--- src/rtl/branch_predict_unit_pkg.sv ---
// Shared types for the branch predictor.
//   word_t        : 32-bit machine word / PC
//   bpu_resolve_t : bundle describing the instruction resolving in EX
//   pc_plus4      : sequential next-PC, wraps at the top of the address space
package branch_predict_unit_pkg;

  typedef logic [31:0] word_t;

  typedef struct packed {
    logic  valid;       // real instruction, not a bubble
    logic  is_br;       // beq/bne
    logic  is_jmp;      // j/jal
    word_t pc;
    logic  taken;       // resolved direction
    word_t target;      // resolved target
    logic  pred_taken;  // prediction made in IF for this instruction
    word_t pred_npc;
  } bpu_resolve_t;

  function automatic word_t pc_plus4(input word_t pc);
    return pc + 32'd4;
  endfunction

endpackage

--- src/rtl/branch_predict_unit_sat_counter.sv ---
// Saturating up/down counter holding one BTB entry's direction state.
//   clk, rst_n : clock, async active-low reset (resets to weakly not-taken)
//   inc, dec   : step toward taken / not-taken, clamped at the ends
//   load       : overwrite with load_val (wins over inc/dec)
//   cnt        : current state; MSB=1 means predict taken
module bpu_sat_counter #(
  parameter int CNT_W = 2
) (
  input  logic             clk,
  input  logic             rst_n,
  input  logic             inc,
  input  logic             dec,
  input  logic             load,
  input  logic [CNT_W-1:0] load_val,
  output logic [CNT_W-1:0] cnt
);

  localparam logic [CNT_W-1:0] CNT_MAX = '1;
  localparam logic [CNT_W-1:0] CNT_RST = CNT_MAX >> 1;

  always_ff @(posedge clk or negedge rst_n) begin
    if (!rst_n) begin
      cnt <= CNT_RST;
    end else if (load) begin
      cnt <= load_val;
    end else if (inc) begin
      if (cnt != CNT_MAX) cnt <= cnt + CNT_W'(1);
    end else if (dec) begin
      if (cnt != '0) cnt <= cnt - CNT_W'(1);
    end
  end

endmodule

--- src/rtl/branch_predict_unit.sv ---
// Dynamic branch/jump predictor: direct-mapped BTB with a saturating
// direction counter per entry.
//   CLK, nRST            : clock, async active-low reset
//   if_pc                : fetch PC; pred_taken / pred_npc are its prediction
//   ex_*                 : branch/jump resolving in EX (ex_en gates all updates)
//   mispredict, redirect_pc : EX redirect request and the correct next PC
//   perf_ctrl, perf_miss : resolved control-transfer and mispredict counts
module branch_predict_unit
  import branch_predict_unit_pkg::*;
#(
  parameter int ENTRIES = 16,
  parameter int CNT_W   = 2,
  parameter int MODE    = 1,
  parameter int PERF_W  = 32
) (
  input  logic              CLK,
  input  logic              nRST,
  input  word_t             if_pc,
  output logic              pred_taken,
  output word_t             pred_npc,
  input  logic              ex_en,
  input  logic              ex_valid,
  input  logic              ex_is_br,
  input  logic              ex_is_jmp,
  input  word_t             ex_pc,
  input  logic              ex_taken,
  input  word_t             ex_target,
  input  logic              ex_pred_taken,
  input  word_t             ex_pred_npc,
  output logic              mispredict,
  output word_t             redirect_pc,
  output logic [PERF_W-1:0] perf_ctrl,
  output logic [PERF_W-1:0] perf_miss
);

  localparam int IDX_W = $clog2(ENTRIES);
  localparam int TAG_W = 30 - IDX_W;
  localparam bit DYN   = (MODE != 0);

  localparam logic [CNT_W-1:0] CNT_MAX = '1;
  localparam logic [CNT_W-1:0] CNT_WT  = CNT_W'(1) << (CNT_W - 1);

  typedef struct packed {
    logic             valid;
    logic [TAG_W-1:0] tag;
    logic [29:0]      target;  // word address, low two bits implied zero
    logic [CNT_W-1:0] cnt;
  } bpu_entry_t;

  bpu_entry_t tbl [ENTRIES];

  bpu_resolve_t res;
  assign res = '{valid: ex_valid, is_br: ex_is_br, is_jmp: ex_is_jmp, pc: ex_pc,
                 taken: ex_taken, target: ex_target, pred_taken: ex_pred_taken,
                 pred_npc: ex_pred_npc};

  // ---------------- IF lookup (combinational, sees pre-update table) -------
  logic [IDX_W-1:0] if_idx;
  logic [TAG_W-1:0] if_tag;
  bpu_entry_t       if_ent;
  logic             if_hit;

  assign if_idx = if_pc[IDX_W+1:2];
  assign if_tag = if_pc[31:IDX_W+2];
  assign if_ent = tbl[if_idx];
  assign if_hit = if_ent.valid && (if_ent.tag == if_tag);

  assign pred_taken = DYN && if_hit && if_ent.cnt[CNT_W-1];
  assign pred_npc   = pred_taken ? {if_ent.target, 2'b00} : pc_plus4(if_pc);

  // ---------------- EX check ------------------------------------------------
  // Comparing the full next PC catches wrong direction, wrong target and a
  // non-control instruction that aliased onto a taken entry.
  assign redirect_pc = res.taken ? res.target : pc_plus4(res.pc);
  assign mispredict  = res.valid && (redirect_pc != res.pred_npc);

  // ---------------- EX training ---------------------------------------------
  logic [IDX_W-1:0] ex_idx;
  logic [TAG_W-1:0] ex_tag;
  bpu_entry_t       ex_ent;
  logic             ex_hit, is_ctrl, upd;
  logic             hit_tk, hit_nt, alloc, alias_clr;
  logic [CNT_W-1:0] alloc_cnt;

  assign ex_idx  = res.pc[IDX_W+1:2];
  assign ex_tag  = res.pc[31:IDX_W+2];
  assign ex_ent  = tbl[ex_idx];
  assign ex_hit  = ex_ent.valid && (ex_ent.tag == ex_tag);
  assign is_ctrl = res.valid && (res.is_br || res.is_jmp);
  assign upd     = ex_en && is_ctrl && DYN;

  assign hit_tk    = upd && ex_hit && res.taken;
  assign hit_nt    = upd && ex_hit && !res.taken;
  assign alloc     = upd && !ex_hit && res.taken;
  // Jumps are always taken, so they start saturated; branches start weakly taken.
  assign alloc_cnt = res.is_jmp ? CNT_MAX : CNT_WT;
  // A non-control instruction that was predicted taken hit a stale alias;
  // drop the entry so the same fetch stops redirecting.
  assign alias_clr = ex_en && DYN && res.valid && !res.is_br && !res.is_jmp && res.pred_taken;

  for (genvar i = 0; i < ENTRIES; i++) begin : g_ent
    logic             sel, valid_q;
    logic [TAG_W-1:0] tag_q;
    logic [29:0]      tgt_q;
    logic [CNT_W-1:0] cnt_q;

    assign sel = (ex_idx == IDX_W'(i));

    always_ff @(posedge CLK or negedge nRST) begin
      if (!nRST) begin
        valid_q <= 1'b0;
        tag_q   <= '0;
        tgt_q   <= '0;
      end else if (sel) begin
        if (alloc) begin
          valid_q <= 1'b1;
          tag_q   <= ex_tag;
          tgt_q   <= res.target[31:2];
        end else if (hit_tk) begin
          tgt_q   <= res.target[31:2];
        end else if (alias_clr) begin
          valid_q <= 1'b0;
        end
      end
    end

    bpu_sat_counter #(.CNT_W(CNT_W)) u_cnt (
      .clk      (CLK),
      .rst_n    (nRST),
      .inc      (sel && hit_tk),
      .dec      (sel && hit_nt),
      .load     (sel && alloc),
      .load_val (alloc_cnt),
      .cnt      (cnt_q)
    );

    assign tbl[i] = {valid_q, tag_q, tgt_q, cnt_q};
  end

  // ---------------- performance counters -----------------------------------
  // Counted independently of MODE so static and dynamic runs compare directly.
  always_ff @(posedge CLK or negedge nRST) begin
    if (!nRST) begin
      perf_ctrl <= '0;
      perf_miss <= '0;
    end else if (ex_en) begin
      if (is_ctrl)    perf_ctrl <= perf_ctrl + PERF_W'(1);
      if (mispredict) perf_miss <= perf_miss + PERF_W'(1);
    end
  end

  // Byte-offset bits of word-aligned addresses carry no information.
  logic unused_lsbs;
  assign unused_lsbs = ^{if_pc[1:0], ex_pc[1:0], ex_target[1:0]};

endmodule
--- config.mk ---
export PLATFORM = sky130hd
export DESIGN_NAME = branch_predict_unit
export DESIGN_NICKNAME = d
export VERILOG_FILES = /design/src/rtl/branch_predict_unit_pkg.sv /design/src/rtl/branch_predict_unit_sat_counter.sv /design/src/rtl/branch_predict_unit.sv
export SDC_FILE = /design/constraint.sdc
export NUM_CORES = 2
export LEC_CHECK = 0
export BUFFER_PORTS_ARGS = -buffer_cell sky130_fd_sc_hd__clkbuf_2
export CORE_MARGIN = 1
export CORE_UTILIZATION = 67
export DETAILED_ROUTE_END_ITERATION = 7
export PLACE_DENSITY = 0.86
export SYNTH_ARGS = -nofsm -noshare
export SYNTH_HDL_FRONTEND = slang
export SYNTH_HIERARCHICAL = 1
export SYNTH_SLANG_ARGS = --single-unit
--- constraint.sdc ---
create_clock -name CLK -period 19.29 [get_ports CLK]
set_clock_uncertainty 0.05 [all_clocks]
set_input_delay 4.8225 -clock CLK [delete_from_list [all_inputs] [get_ports CLK]]
set_output_delay 4.8225 -clock CLK [all_outputs]
set_load 0.02 [all_outputs]
Word level (Yosys, flattened, before mapping)
Cells that the tools add are included.
{"block": "word_totals", "register_bits": 1008, "inputBits": 136, "out_inout_bits": 130}
{"block": "classes", "addsub": 36, "order_cmp": 2, "n_eq_ne": 51, "n_mux": 94, "bitwise": 2, "reduce_logical": 185}
{"operator": "59-bit binary-select mux with 4-bit select", "count": 2}
{"operator": "59-bit 2-to-1 mux", "count": 4}
{"operator": "2-bit 2-to-1 mux", "count": 80}
{"operator": "3-bit AND reduction", "count": 32}
{"operator": "3-bit nonzero test", "count": 32}
{"operator": "2-bit AND reduction", "count": 34}
{"operator": "32-bit by 1-bit adder with 32-bit output, second input constant", "count": 2}
{"operator": "32-bit by 3-bit adder with 32-bit output, second input constant", "count": 2}
{"operator": "32-bit 2-to-1 mux", "count": 2}
{"operator": "1-bit logical AND", "count": 63}
{"operator": "30-bit 2-to-1 mux", "count": 2}
{"operator": "26-bit == test", "count": 2}
{"operator": "3-bit inequality test, second input constant", "count": 16}
{"operator": "2-bit nonzero test", "count": 18}
{"operator": "2-bit by 1-bit adder with 2-bit output, second input constant", "count": 16}
{"operator": "4-bit == test, second input constant", "count": 8}
{"operator": "2-bit inequality test, second input constant", "count": 16}
{"operator": "32-bit inequality test", "count": 1}
{"operator": "2-bit by 1-bit subtractor with 2-bit output, second input constant", "count": 16}
{"operator": "4-bit by 3-bit == test with 1-bit output, second input constant", "count": 4}
{"operator": "5-bit >= comparator, second input constant", "count": 2}
{"operator": "4-bit inverter with 5-bit output", "count": 2}
{"operator": "4-bit by 2-bit == test with 1-bit output, second input constant", "count": 2}
{"operator": "4-bit by 1-bit == test with 1-bit output, second input constant", "count": 1}
{"operator": "5 further kinds", "count": 11}

Logic depth before layout (Yosys ltp)
{"block": "logic_depth", "word_depth": 12, "ltp_mapped": 19}

Hierarchy
Netlist, hierarchy kept.
{"mod": "branch_predict_unit", "instances": 1, "cells_per_inst": 3559, "area_each_um2": 51426.8, "seq_area_each_um2": 24423.4}
{"mod": "bpu_sat_counter", "instances": 16, "cells_per_inst": 12, "area_each_um2": 112.6, "seq_area_each_um2": 51.3}

Worst setup path after synthesis
No wires, ideal clock.
{"block": "synth_timing", "path_kind": "input -> output", "from": "in if_pc[2]", "to": "out pred_npc[2]", "arrival_time_ps": 8548, "t_required_ps": 14418, "setup_slack_ps": 5869, "path_stages": 12, "n_path_buf": 6, "path_cell_list": "buf_2 -> buf_2 -> buf_2 -> buf_1 -> mux4_2 -> mux4_2 -> xnor2_1 -> nand4_1 -> or4_1 -> clkbuf_1 -> buf_2 -> a21oi_1"}
{"block": "synth_between", "elab_chain_len": 8, "word_cells_on_any_way": 9}
{"item": "from (decl)", "line": "branch_predict_unit.sv:18", "source": "input word_t if_pc,"}
{"item": "4-bit inverter with 5-bit output (implied by the code)", "line": "branch_predict_unit.sv:65", "source": "assign if_ent = tbl[if_idx];"}
{"item": "59-bit binary-select mux with 4-bit select", "line": "branch_predict_unit.sv:65"}
{"item": "59-bit 2-to-1 mux (implied by the code) (2 in a row)", "line": "branch_predict_unit.sv:65"}
{"item": "26-bit == test", "line": "branch_predict_unit.sv:66", "source": "assign if_hit = if_ent.valid && (if_ent.tag == if_tag);"}
{"item": "1-bit logical AND", "line": "branch_predict_unit.sv:66"}
{"item": "1-bit logical AND", "line": "branch_predict_unit.sv:68", "source": "assign pred_taken = DYN && if_hit && if_ent.cnt[CNT_W-1];"}
{"item": "32-bit 2-to-1 mux (*)", "line": "branch_predict_unit.sv:69", "source": "assign pred_npc = pred_taken ? {if_ent.target, 2'b00} : pc_plus4(if_pc);"}
{"item": "to (decl)", "line": "branch_predict_unit.sv:20", "source": "output word_t pred_npc,"}
Mark *: on every way between the ends. The rest lies on a longest branch, timed or not. The select of a mux whose other input is x is not followed.

Worst setup path in the final report
{"block": "layout_timing", "from": "in if_pc[2]", "to": "out pred_npc[3]"}
The elaborated chain is that of the path after synthesis.

==> results by group <==
Power
  • Pwr dens: 93.5 nW/um^2
  • Worst VDD drop: 0.104 mV
  • Leakage power: between 0.02 and 0.03 uW

STA
  • Actual slew at the worst max-slew pin: around 1200 ps
  • Final hold slack: around 420 ps
  • Tmin final: roughly 15,000 ps
  • Hold Violations, Final: 0
  • Max frequency: roughly 65 MHz
  • RSZ-0062 raised after global routing: false
  • Final Setup Violations: 0
  • Final period utilization: approximately 80%
  • Setup total negative slack: 0 ps
  • Max_slew headroom: roughly 19%
  • Final WS setup: a little under 4000 ps
  • Max-slew violation count: 0

Clocking
  • Clock latency on the worst-skew pair: 700 ps
  • Clock Pin Slew Worst Setup and Hold Paths: roughly 60 ps
  • H-tree depth: 3
  • Total CTS buffers: about 100
  • CTS sink cnt: 1,008
  • CTS tree: built
  • Post-CTS sizing: 0
  • Clk buf depth: 3
  • Post-CTS setup buffers: 0
  • Hold_buf cts: 0
  • Root Driver: clkbuf_16

Die
  • Core area: 78,000 um^2
  • Starting Density: 68.3%
  • Die Ht: between 200 and 300 um
  • # IOs: 266
  • Die area: 80,600 um^2
  • Die W: about 280 um
  • Row count: 102

Critical path
  • CP max FO: 64
  • Setup CP Type: in2out
  • Arr. time, crit path: between 10,000 and 15,000 ps
  • Critical path launch point type: input port
  • Endpoint class of the critical path: output pin
  • Critical Path RT: 14,420 ps

Layout
  • Register area: roughly 25,000 um^2
  • Multi-input logic area: 26,200 um^2
  • Syn-to-layout area delta: 9.76%
  • Core Util, Final: between 70% and 80%
  • Share of cells above drive strength 1: ~44%
  • Layout net count: 4,004
  • Commonest non-fill, non-tap cell in the layout: dfrtp_1
  • Final cell count without fillers: between 4,000 and 5,000
  • Commonest non-fill, non-tap cells in the layout: dfrtp_1, mux2_2, mux4_2, clkbuf_2, mux2_1
  • # fillers: 4,623

Logic synthesis
  • Yosys reg bits: slightly above 1,000
  • Main synth FF type: dfrtp_1
  • Netlist cell types: between 80 and 90
  • Post-Synth XOR/XNOR Area: ~3.2%
  • Avg Cell Area, Syn: 14.2 um^2
  • Area contributors post-synth: dfrtp_1, mux4_2, mux2_2, mux2_1, xnor2_1
  • Mapped Cells: roughly 3,800
  • Post-synthesis compound-gate area fraction: 3.01%
  • Largest family of logic cells by synthesized area: multiplexers
  • Area leader, netlist: dfrtp_1
  • Post-synth EDFFs: 0
  • Mux share of post-synthesis cell area: roughly 37%
  • Adder-Cell Fraction of Synth Area: less than 1%
  • Simple-Gate Fraction of Synth Area: between 5 and 6%
  • Cell Area, Synth: 53,200 um^2
  • Seq/Total Area, Yosys: between 40% and 50%
  • Count of warnings emitted by yosys: 6
  • Top-area cell type share of the netlist area: a little under half
  • Ys async rst share: 100%

Drt
  • Antenna violation net count after detailed routing: 0
  • Detailed Route Iter0 Violations: roughly 3,700
  • Drc violations: 0
  • DR WL/cell: around 32 um
  • First-pass DRT Iterations: 6
  • Vias/cell: 7.12
  • Routed vias: about 35,000
  • Detailed-route wire length: ~160 mm

Status
  • Status: finished, final reports clean

Global route
  • First-pass GRT wire length: 239 mm
  • Vias in the first global route: 37,000
  • Largest net degree at the start of global routing: about 190
  • Antenna violations before repair: 24
  • Total congestion overflow: 0
  • Gr usage total: between 40% and 50%

Place
  • Routability cong.: 0.973
  • Placed insts: 4,797
  • Worst slack, placed: about 3900 ps
  • Port Buf Inserts: between 200 and 300
  • DP HPWL: 98.1 mm

Min path
  • HP Class: reg2reg

Run
  • Max Cap Viol: 0
## registers in the layout, summed over array words and instances (netlist names)
| name | cells |
|---|---|
| g_ent.valid_q | 16 |
| perf_miss | 32 |
| g_ent.u_cnt/cnt | 32 |
| g_ent.tgt_q | 480 |
| g_ent.tag_q | 416 |
| perf_ctrl | 32 |
## through the flow
stage | total power [uW] | instance area (um^2)
after CTS | 5450 | 58400
after detailed placement | 3360 | 54800
after global routing | 5620 | 58400
final | 5460 | 58400
after floorplan | 3070 | 53300
after global placement | 3310 | 54800
## final cells by class
type,count,share of cell area [%]
multi-input cells,2376,44.9
flip-flops and latches,1008,43.2
clock buffers,146,5.22
repair buffers,330,3.25
well taps,1040,2.23
clock inverters,40,0.936
inverters,43,0.281
diodes,4,0.0171
## cell usage after synthesis (all sizes together), types with 49 or more instances
cell type  instances
nand2b            53
clkbuf           155
mux2             921
nand4             49
xor2              55
nand2            143
a21oi             72
nor2             106
dfrtp            992
mux4             397
buf              184
nand3             79
xnor2            132
o21ai             72
## worst max-delay path, cell delays in order
cell	delay, ps
buf_8	540
buf_4	880
buf_4	680
mux4_2	580
mux4_2	520
xnor2_1	170
nand4_1	240
nor2_1	160
nand4_1	80
or4_2	770
buf_4	390
mux2_1	420
clkbuf_2	160
## routing by layer
layer | part of all wire (%) | global-route usage (%)
met2 | 45 | 59.3
met5 | 0.24 | 1.07
met3 | 13 | 15.6
met1 | 36 | 52.2
met4 | 5.8 | 20.7
## report_power, final
part           leakage [uW]  total, uW  internal (uW)  switching, uW
combinational        0.0118        837            427            409
clock               0.00178       2110           1230            882
sequential           0.0135       2520           2350            165
total                0.0271       5460           4000           1460
## path summary, 6_finish.rpt
path | from | endpoint | slack (ps) | depth (start not counted)
setup reg to reg | g_ent[15].tag_q[1]$_DFFE_PN0P_ | g_ent[6].u_cnt/cnt[0]$_DFFE_PN1P_ | 13780 | 11
max in group asynchronous | nRST | g_ent[5].tgt_q[7]$_DFFE_PN0P_ | 12050 | 4
setup / recovery | if_pc[2] | pred_npc[3] | 3880 | 13
hold / removal | perf_ctrl[31]$_DFFE_PN0P_ | perf_ctrl[31]$_DFFE_PN0P_ | 420 | 1
hold reg to reg | perf_ctrl[31]$_DFFE_PN0P_ | perf_ctrl[31]$_DFFE_PN0P_ | 420 | 1
min in group asynchronous | nRST | g_ent[8].tag_q[1]$_DFFE_PN0P_ | 4080 | 1
## cells by family after synthesis
kind of cell	after synthesis
AO/OA/AOI/OAI	248
other	1
XOR/XNOR	189
adder cells (fa/ha/maj)	7
flip-flops	1008
buffers and inverters	382
AND/OR/NAND/NOR	570
multiplexers	1346
No activity file was read; power rests on OpenSTA's default activity.
